===== src/rtl/multi_debouncer.sv =====
// rtl/multi_debouncer.sv - N-channel button debouncer with level, press and release outputs
// Optional auto-repeat of btn_press while held: define AUTOREPEAT_EN.
module multi_debouncer #(
    parameter int CHANNELS       = 5,
    parameter int TICK_DIV       = 12500,
    parameter int STABLE_SAMPLES = 4,
    parameter int ACTIVE_LOW     = 0,
    parameter int REPEAT_DELAY   = 50,
    parameter int REPEAT_PERIOD  = 10
) (
    input  logic                Clock,
    input  logic                Reset_n,
    input  logic [CHANNELS-1:0] btn_in,
    output logic [CHANNELS-1:0] btn_level,
    output logic [CHANNELS-1:0] btn_press,
    output logic [CHANNELS-1:0] btn_release,
    output logic                sample_tick
);

    localparam int PW = $clog2(TICK_DIV);
    localparam int CW = $clog2(STABLE_SAMPLES + 1);
    localparam logic [PW-1:0] PRESC_LAST = PW'(TICK_DIV - 1);
    localparam logic [CW-1:0] CNT_LAST   = CW'(STABLE_SAMPLES - 1);

    if (CHANNELS < 1 || TICK_DIV < 2 || STABLE_SAMPLES < 1 ||
        REPEAT_DELAY < 1 || REPEAT_PERIOD < 1) begin : g_bad_params
        $error("multi_debouncer: parameter out of range");
    end

    logic [CHANNELS-1:0] in_n;
    logic [CHANNELS-1:0] sync1;
    logic [CHANNELS-1:0] sync2;
    logic [PW-1:0]       presc;
    logic [CW-1:0]       cnt [CHANNELS];

    assign in_n = (ACTIVE_LOW != 0) ? ~btn_in : btn_in;

`ifdef AUTOREPEAT_EN
    localparam int REP_MAX = (REPEAT_DELAY > REPEAT_PERIOD) ? REPEAT_DELAY : REPEAT_PERIOD;
    localparam int RW = $clog2(REP_MAX + 1);
    localparam logic [RW-1:0] DELAY_LAST  = RW'(REPEAT_DELAY - 1);
    localparam logic [RW-1:0] PERIOD_LAST = RW'(REPEAT_PERIOD - 1);

    logic [RW-1:0]       rep [CHANNELS];
    // rep_phase: 0 while waiting for the first repeat, 1 once periodic repeats have begun
    logic [CHANNELS-1:0] rep_phase;
`endif

    always_ff @(posedge Clock) begin
        if (!Reset_n) begin
            presc       <= '0;
            sample_tick <= 1'b0;
            sync1       <= '0;
            sync2       <= '0;
            btn_level   <= '0;
            btn_press   <= '0;
            btn_release <= '0;
            for (int i = 0; i < CHANNELS; i++) begin
                cnt[i] <= '0;
`ifdef AUTOREPEAT_EN
                rep[i] <= '0;
`endif
            end
`ifdef AUTOREPEAT_EN
            rep_phase <= '0;
`endif
        end else begin
            presc       <= (presc == PRESC_LAST) ? '0 : presc + PW'(1);
            sample_tick <= (presc == PRESC_LAST);
            sync1       <= in_n;
            sync2       <= sync1;
            btn_press   <= '0;
            btn_release <= '0;

            if (sample_tick) begin
                for (int i = 0; i < CHANNELS; i++) begin
                    if (sync2[i] != btn_level[i] && cnt[i] == CNT_LAST) begin
                        btn_level[i]   <= sync2[i];
                        btn_press[i]   <= sync2[i];
                        btn_release[i] <= ~sync2[i];
                        cnt[i]         <= '0;
`ifdef AUTOREPEAT_EN
                        rep[i]         <= '0;
                        rep_phase[i]   <= 1'b0;
`endif
                    end else begin
                        // A sample matching the current level restarts qualification
                        if (sync2[i] == btn_level[i])
                            cnt[i] <= '0;
                        else
                            cnt[i] <= cnt[i] + CW'(1);
`ifdef AUTOREPEAT_EN
                        if (btn_level[i]) begin
                            if ((!rep_phase[i] && rep[i] == DELAY_LAST) ||
                                (rep_phase[i] && rep[i] == PERIOD_LAST)) begin
                                btn_press[i] <= 1'b1;
                                rep[i]       <= '0;
                                rep_phase[i] <= 1'b1;
                            end else begin
                                rep[i] <= rep[i] + RW'(1);
                            end
                        end
`endif
                    end
                end
            end
        end
    end

endmodule

===== config.mk =====
export PLATFORM = sky130hd
export DESIGN_NAME = multi_debouncer
export DESIGN_NICKNAME = d
export VERILOG_FILES = /design/src/rtl/multi_debouncer.sv
export SDC_FILE = /design/constraint.sdc
export NUM_CORES = 1
export LEC_CHECK = 0
export BUFFER_PORTS_ARGS = -buffer_cell sky130_fd_sc_hd__buf_2
export CORE_MARGIN = 2
export CORE_UTILIZATION = 25
export DETAILED_ROUTE_END_ITERATION = 8
export GPL_TIMING_DRIVEN = 0
export SYNTH_ARGS = -nofsm -noshare
export SYNTH_HDL_FRONTEND = slang
export SYNTH_SLANG_ARGS = --single-unit

===== constraint.sdc =====
create_clock -name Clock -period 2.85 [get_ports Clock]
set_input_delay 0.1425 -clock Clock [delete_from_list [all_inputs] [get_ports Clock]]
set_output_delay 0.1425 -clock Clock [all_outputs]
set_load 0.01 [all_outputs]

Word-level counts from Yosys, hierarchy flattened. Memories as Yosys holds them, arrays and structs flattened. Cells that the tools add are included. W data, S select, Z words.

Bits in registers: 40. RAM bits: 15. Output and inout bits: 16. Word-level logic and storage cells: 165. Memories kept: 1.

Memory list: cnt (depth 5, bits a word 3, read ports 5, clocked after memory_dff 0, wr ports 5, RTL line 34) `logic [CW-1:0] cnt [CHANNELS];`.

Add/subtract/negate cells: 6. Eq/ne operators: 16. Muxes and demuxes: 86. Bitwise gates (word level): 21. Reduce and logical (&&, ||, !) cells: 16.

Operators by type and width (number): $mux W1 (71); $mux W3 (15); $add A3 B1 Y3 const B (5); $eq A3 B2 Y1 const B (5); $or A1 B1 Y1 (15); $reduce_and A3 Y1 (5); $add A14 B1 Y14 const B (1); $eq A14 B14 Y1 const B (1); $reduce_and A2 Y1 (5); $not A1 Y1 (6); $eq A1 B1 Y1 (5); $logic_and A1 B1 Y1 (5); $ne A1 B1 Y1 (5); $reduce_or A2 Y1 (1).

Depth between registers and ports, before layout. Gate-level depths: netlist (run 1).

Word-level depth: 9. Depth in mapped cells: 6. Depth with buffers taken out: 5.

Least setup slack after synthesis (run 1). No wires, ideal clock.

Path kind: reg-to-reg. Start point: mem cnt[3][0] (netlist name). End point: mem cnt[3][0] (netlist name), data pin. Library setup time: 0.139 ns. Arrival time: 1.252 ns. Data required time: 2.711 ns. Path slack: 1.459 ns. Stages on the path, launching flop included: 5. Path buffers: 0. Clock period less this slack: 1.391 ns. Path through: edfxtp_1 ha_1 ha_1 or3_1 nor2_1.

RTL lines (RTL line): start, declared (34).

Final worst setup path (run 1).
Start point: reg presc[0]. End point: reg presc[12].

Cells in the longest elaborated chain, start to end: 2. Elaborated cells between the ends (all ways): 3.

Ends and longest elaborated chain: start, declared (RTL line 33) `logic [PW-1:0] presc;`; start signal, assigned (RTL line 68) `presc <= (presc == PRESC_LAST) ? '0 : presc + PW'(1);`; parallel branches: the longest is 2 deep, another holds $add A14 B1 Y14.

Several ways; the timed one is not identified. A chain may end at the register's enable or synchronous reset.

==> results.py, run 1 <==
metrics = {
    "detailed_routing": {
        "wl_per_cell_um": 10.5,
        "drc": 0,
        "vias_per_cell": 4.21,
        "drt_pass1_iterations": 4,
        "dr_total_vias": 1444,
        "drtIter0Drc": 56,
        "ant_nets": 0,
        "wirelength_um": 3610,
    },
    "placement": {
        "place.gp.congestion": 0.756,
        "placed_area_um2": 2410,
        "placedCellCount": 335,
        "dp_hpwl_um": 2600,
        "port_buffers": 22,
    },
    "die": {
        "fp.dieArea_um2": 9440,
        "io_pins": 23,
        "std_cell_rows": 33,
        "fp.dieH_um": 97.2,
        "dieWidth_um": 97.2,
        "coreArea_um2": 8300,
        "initial_utilization_pct": 26.2,
    },
    "worst_setup_path": {
        "crit_type": "reg -> reg",
        "crit_fanout": 10,
        "worstSetupStartpointType": "register",
        "cp.arrival_ns": 1.85,
        "cp_slowest_cell": "dfxtp_1",
        "crit_required_ns": 3.06,
        "cp_cell_sequence": "ha_1 > and3_1 > nand4b_1 > nand2_1 > buf_4 > nor2_1",
        "slowest_delay_ns": 0.41,
        "end_kind": "register",
    },
    "cts": {
        "post_cts_buffers": 0,
        "hold_buffers": 0,
        "clockBufferDepth": 2,
        "path_clk_slew_ns": 0.09,
        "cts.sinks": 55,
        "htreeDepth": 2,
        "cts_tree": "yes",
        "clock-root-buffer": "clkbuf_8",
        "cts_resized": 0,
        "cts_buffers": 5,
        "worstSkewPairLatency_ns": 0.30,
    },
    "sta": {
        "tightest_slew_ns": 0.443,
        "post-route-period-util_pct": 57.6,
        "rsz0062_at_grt": "no",
        "setup_viol": 0,
        "slew_headroom_pct": 70.4,
        "slew_viol_final": 0,
        "skew_ns": 0.00872,
        "finalHoldViolations": 0,
        "final.setup.tns_ns": 0,
        "fin_crit_ns": 1.64,
        "fmax_ghz": 0.609,
    },
    "min_path": {
        "hp-class": "in -> reg",
    },
    "synthesis": {
        "syn_avg_cell_area_um2": 10.4,
        "synth_fp_nets": 226,
        "yosysWarnings": 0,
        "synth_edf_count": 15,
        "ys_seq_area_share_pct": 57.6,
        "synth_area_um2": 2170,
        "synthArstFlopShare_pct": 0,
        "ys_ff_latch": 55,
        "syn_inst": 208,
        "synth_flop_cell": "dfxtp_1",
        "synthDistinctLibCells": 26,
    },
    "power": {
        "clkPwrFrac_pct": 33.3,
        "p_int_uw": 1030,
        "seq_power_share_pct": 63.3,
        "combPwrFrac_pct": 3.3,
        "p_switching_uw": 280,
        "swShare_pct": 21.3,
        "p_per_area_nw_per_um2": 524,
        "peakVddDrop_mv": 0.178,
        "leakage_uw": 0.000982,
    },
    "cells_and_area": {
        "fillers": 872,
        "final_common_cell": "dfxtp_1",
        "area_growth_pct": 15.4,
        "post-route-util_pct": 30.2,
        "drive_above_1_share_pct": 14.7,
        "antenna_cells": 0,
        "final_net_count": 255,
        "final_cell_mix": "dfxtp_1 (40), nor2_1 (28), nand2_1 (22), buf_2 (22), edfxtp_1 (15)",
        "design_area_um2": 2510,
        "instances_no_fill": 343,
    },
    "global_route": {
        "grt_antenna_before_repair": 0,
        "grt_pass1_wl_um": 6290,
        "use_met2_pct": 13.2,
        "busiest_layer": "met2",
        "grt_max_degree": 17,
        "grt-ovfl-total": 0,
        "track_usage_pct": 8.20,
        "grt_pass1_vias": 1366,
        "use_met3_pct": 3.24,
        "grt.met1_usage_pct": 9.81,
    },
    "job": {
        "maxCapViolCount": 0,
    },
    "outcome": {
        "status": "completed",
    },
}
-- per-stage QoR --
stage / setup WS, ns / total power [uW] / hold slack (ns)
floorplan: 1.46 / 878 / 0.270
global placement: 1.20 / 893 / 0.351
detailed placement: 1.21 / 895 / 0.358
CTS: 1.20 / 1330 / 0.0432
global route: 1.08 / 1370 / 0.0393
finish: 1.21 / 1310 / 0.0465
-- registers in the layout, summed over array words and instances, names as in the netlist --
register	cells
btn_press	5
sample_tick	1
sync2	5
btn_level	5
presc	14
btn_release	5
sync1	5
cnt	15
-- cell families (layout without fill, tap and decap cells) --
kind of cell	count (synthesis)	count (layout)	synth area share (%)
fa+ha+maj	11	11	6.34
xor+xnor	17	17	6.86
simple gates	106	106	25.4
compound gates	5	5	1.15
flops	55	55	57.6
buf+inv	14	44	2.59
-- critical path, delay by kind of cell (launching register included) --
family / cells / cell delay (ns)
adder cells (fa/ha/maj): 1 / 0.25
buffers and inverters: 1 / 0.20
flip-flops: 1 / 0.41
AND/OR/NAND/NOR: 4 / 0.68
-- final cells by class --
type	instances	area [um2]	share of cell area (%)
Timing Repair Buffer	22	110	4.39
Clock buffer	6	82.6	3.30
Clock inverter	2	11.3	0.449
Sequential cell	55	1250	49.9
Inverter	11	41.3	1.65
Multi-Input combinational cell	139	863	34.4
Tap cell	105	131	5.24
Buffer	3	15.0	0.599
-- path summary, 6_finish.rpt --
check	endpoint	depth (start not counted)	startpoint	slack (ns)
worst max register to register	presc[12]$_SDFF_PP0_	6	presc[0]$_SDFF_PP0_	1.21
worst max-delay path	presc[12]$_SDFF_PP0_	6	presc[0]$_SDFF_PP0_	1.21
worst min-delay path	sync1[0]$_SDFF_PN0_	2	btn_in[0]	0.05
worst min register to register	sync2[0]$_SDFF_PN0_	1	sync1[0]$_SDFF_PN0_	0.44
-- routing by layer --
layer | up-vias | wire length [um]
met1 | 654 | 1730
met3 | 7 | 207
li1 | 752 | -
met4 | 0 | 63
met2 | 31 | 1610
met5 | - | 0
-- power by group through the flow --
stage	clock network [uW]	logic (uW)	registers, uW
after global routing	488	52.3	835
after detailed placement	0	44.8	850
final	438	43.7	832
after CTS	456	45.1	832
after floorplan	0	31.8	847
after global placement	0	44.1	849
-- cells in the mapped netlist (all sizes together), types with 2 or more instances --
cell,number,area share [%]
nand3,11,2.5
edfxtp,15,21
inv,11,1.9
xnor2,10,4.0
nand2,22,3.8
xor2,7,2.8
nor4,3,0.86
and2,11,3.2
nand2b,3,0.86
or3,5,1.4
nor3b,10,3.5
ha,11,6.3
dfxtp,40,37
a21oi,5,1.2
nand4,3,1.2
clkbuf,2,0.35
and3,4,1.2
nor2,30,5.4
Power figures use the tool's default switching activity.
==> run 2, diff against run 1 <==
- clock period: 2.85 -> 1.7 ns (I/O delays scaled with it)
==> run 2 against run 1 <==
  * Critical path depth is the same
  * First-iteration DRC count fell by 16%
  * Register-to-register slack got worse by 1.1 ns
  * Critical path type unchanged
  * Wire length about the same
  * Count of clock-buffer cells in the layout unchanged
  * Clock skew shrank 0.0021 ns
  * Cell area rose by 2.2%
  * Die area stayed put
==> results.py, run 2 (synthesis results as in run 1) <==
metrics = {
    "detailed_routing": {
        "vias_per_cell": 4.19,
        "drt_pass1_iterations": 4,
        "dr_total_vias": 1459,
        "wirelength_um": 3610,
        "drtIter0Drc": 47,
        "ant_nets": 0,
        "drc": 0,
        "wl_per_cell_um": 10.4,
    },
    "power": {
        "leakage_uw": 0.00100,
        "p_switching_uw": 467,
        "seq_power_share_pct": 63.2,
        "clkPwrFrac_pct": 33.1,
        "swShare_pct": 21.1,
        "combPwrFrac_pct": 3.8,
        "p_int_uw": 1740,
        "p_per_area_nw_per_um2": 861,
        "peakVddDrop_mv": 0.300,
        "power_uw": 2210,
    },
    "global_route": {
        "grt_antenna_before_repair": 0,
        "track_usage_pct": 8.21,
        "grt_max_degree": 17,
        "grt_pass1_vias": 1376,
        "grt-ovfl-total": 0,
        "grt_pass1_wl_um": 6320,
    },
    "sta": {
        "fin_crit_ns": 1.59,
        "finalHoldViolations": 0,
        "tightest_slew_ns": 0.444,
        "setup_ws_ns": 0.108,
        "slew_headroom_pct": 70.4,
        "fmax_ghz": 0.628,
        "slew_viol_final": 0,
        "skew_ns": 0.00659,
        "post-route-period-util_pct": 93.7,
        "setup_viol": 0,
    },
    "placement": {
        "port_buffers": 22,
        "placed_area_um2": 2410,
        "detailedPlace.worstSlack_ns": 0.0559,
        "place.gp.congestion": 0.756,
        "dp_hpwl_um": 2600,
    },
    "cells_and_area": {
        "antenna_cells": 0,
        "multiInputGateArea_um2": 868,
        "design_area_um2": 2560,
        "drive_above_1_share_pct": 15.6,
        "largest-register": "cnt",
        "area_growth_pct": 18.0,
        "largest_reg_flops": 15,
        "final_net_count": 260,
        "seq_area_um2": 1250,
        "final_common_cell": "dfxtp_1",
        "reg.largest.list": "cnt: 15 flops, presc: 14 flops",
        "fillers": 871,
        "final_cell_mix": "dfxtp_1 (39), nor2_1 (28), nand2_1 (22), buf_2 (22), edfxtp_1 (15)",
    },
    "worst_setup_path": {
        "cp.arrival_ns": 1.80,
        "crit_type": "reg -> reg",
        "cp_slowest_cell": "dfxtp_1",
        "crit_buf_inv": 1,
        "cp_cell_sequence": "ha_2 > and3_1 > nand4b_1 > nand2_1 > buf_4 > nor2_1",
        "critPathTopFamily": "simple AND/OR/NAND/NOR gates",
        "worstSetupStartpointType": "register",
        "crit_fanout": 10,
        "slowest_delay_ns": 0.39,
        "end_kind": "register",
        "crit_required_ns": 1.90,
    },
    "cts": {
        "path_clk_slew_ns": 0.09,
        "worstSkewPairLatency_ns": 0.30,
        "cts_tree": "yes",
        "cts_buffers": 5,
        "cts.sinks": 55,
        "clockBufferDepth": 2,
        "post_cts_buffers": 0,
        "htreeDepth": 2,
        "clock-root-buffer": "clkbuf_8",
    },
    "die": {
        "coreArea_um2": 8300,
        "initial_utilization_pct": 26.2,
        "fp.dieArea_um2": 9440,
        "std_cell_rows": 33,
        "io_pins": 23,
        "fp.dieH_um": 97.2,
        "dieWidth_um": 97.2,
    },
    "min_path": {
        "hp-class": "in -> reg",
    },
    "job": {
        "maxCapViolCount": 0,
    },
    "outcome": {
        "status": "completed",
    },
}
[run 2: layout make-up]
cell class / count / area share (%)
buffer: 3 / 0.586
clock buffer: 6 / 3.22
clock inverter: 2 / 0.439
inverter: 11 / 1.61
multi-input combinational: 139 / 33.9
sequential: 55 / 48.9
tap: 105 / 5.13
timing repair buffer: 27 / 6.25
[run 2: through the flow]
stage / setup TNS (ns) / instances / hold slack [ns] / util (%)
final: 0 / 348 / 0.149 / 30.9
after global routing: -0.0206 / 348 / 0.128 / 30.9
after detailed placement: 0 / 335 / 0.301 / 29.1
after global placement: 0 / 335 / 0.294 / 29.1
after CTS: 0 / 347 / 0.00118 / 30.7
after floorplan: 0 / 208 / 0.212 / -
[run 2: path summary, 6_finish.rpt]
| check | from | end | slack [ns] | cells after the start |
|---|---|---|---|---|
| setup / recovery | presc[1]$_SDFF_PP0_ | presc[12]$_SDFF_PP0_ | 0.11 | 6 |
| setup reg to reg | presc[1]$_SDFF_PP0_ | presc[12]$_SDFF_PP0_ | 0.11 | 6 |
| hold reg to reg | sync1[0]$_SDFF_PN0_ | sync2[0]$_SDFF_PN0_ | 0.44 | 1 |
| hold / removal | Reset_n | presc[1]$_SDFF_PP0_ | 0.15 | 2 |
[run 2: power groups by stage]
stage / Combinational (uW) / Clock (uW) / Sequential, uW
6_report: 82.9 / 730 / 1390
5_1_grt: 98.0 / 818 / 1400
4_1_cts: 82.6 / 764 / 1390
3_5_place_dp: 75.0 / 0 / 1430
3_3_place_gp: 73.9 / 0 / 1420
2_1_floorplan: 53.3 / 0 / 1420
[run 2: per-layer routing]
| metal | up-vias | global-route usage, % | share of wire [%] |
|---|---|---|---|
| met1 | 662 | 9.85 | 48 |
| met2 | 27 | 13.2 | 45 |
| li1 | 763 | - | - |
| met3 | 7 | 3.17 | 5.2 |
| met4 | 0 | 3.25 | 1.6 |
| met5 | - | 0 | 0 |
[run 2: what timing repair did]
item	CTS	global route
endpoints found under the hold margin	4	1
gates resized for setup	0	3
endpoints found under the setup margin	0	19
hold buffers	4	1
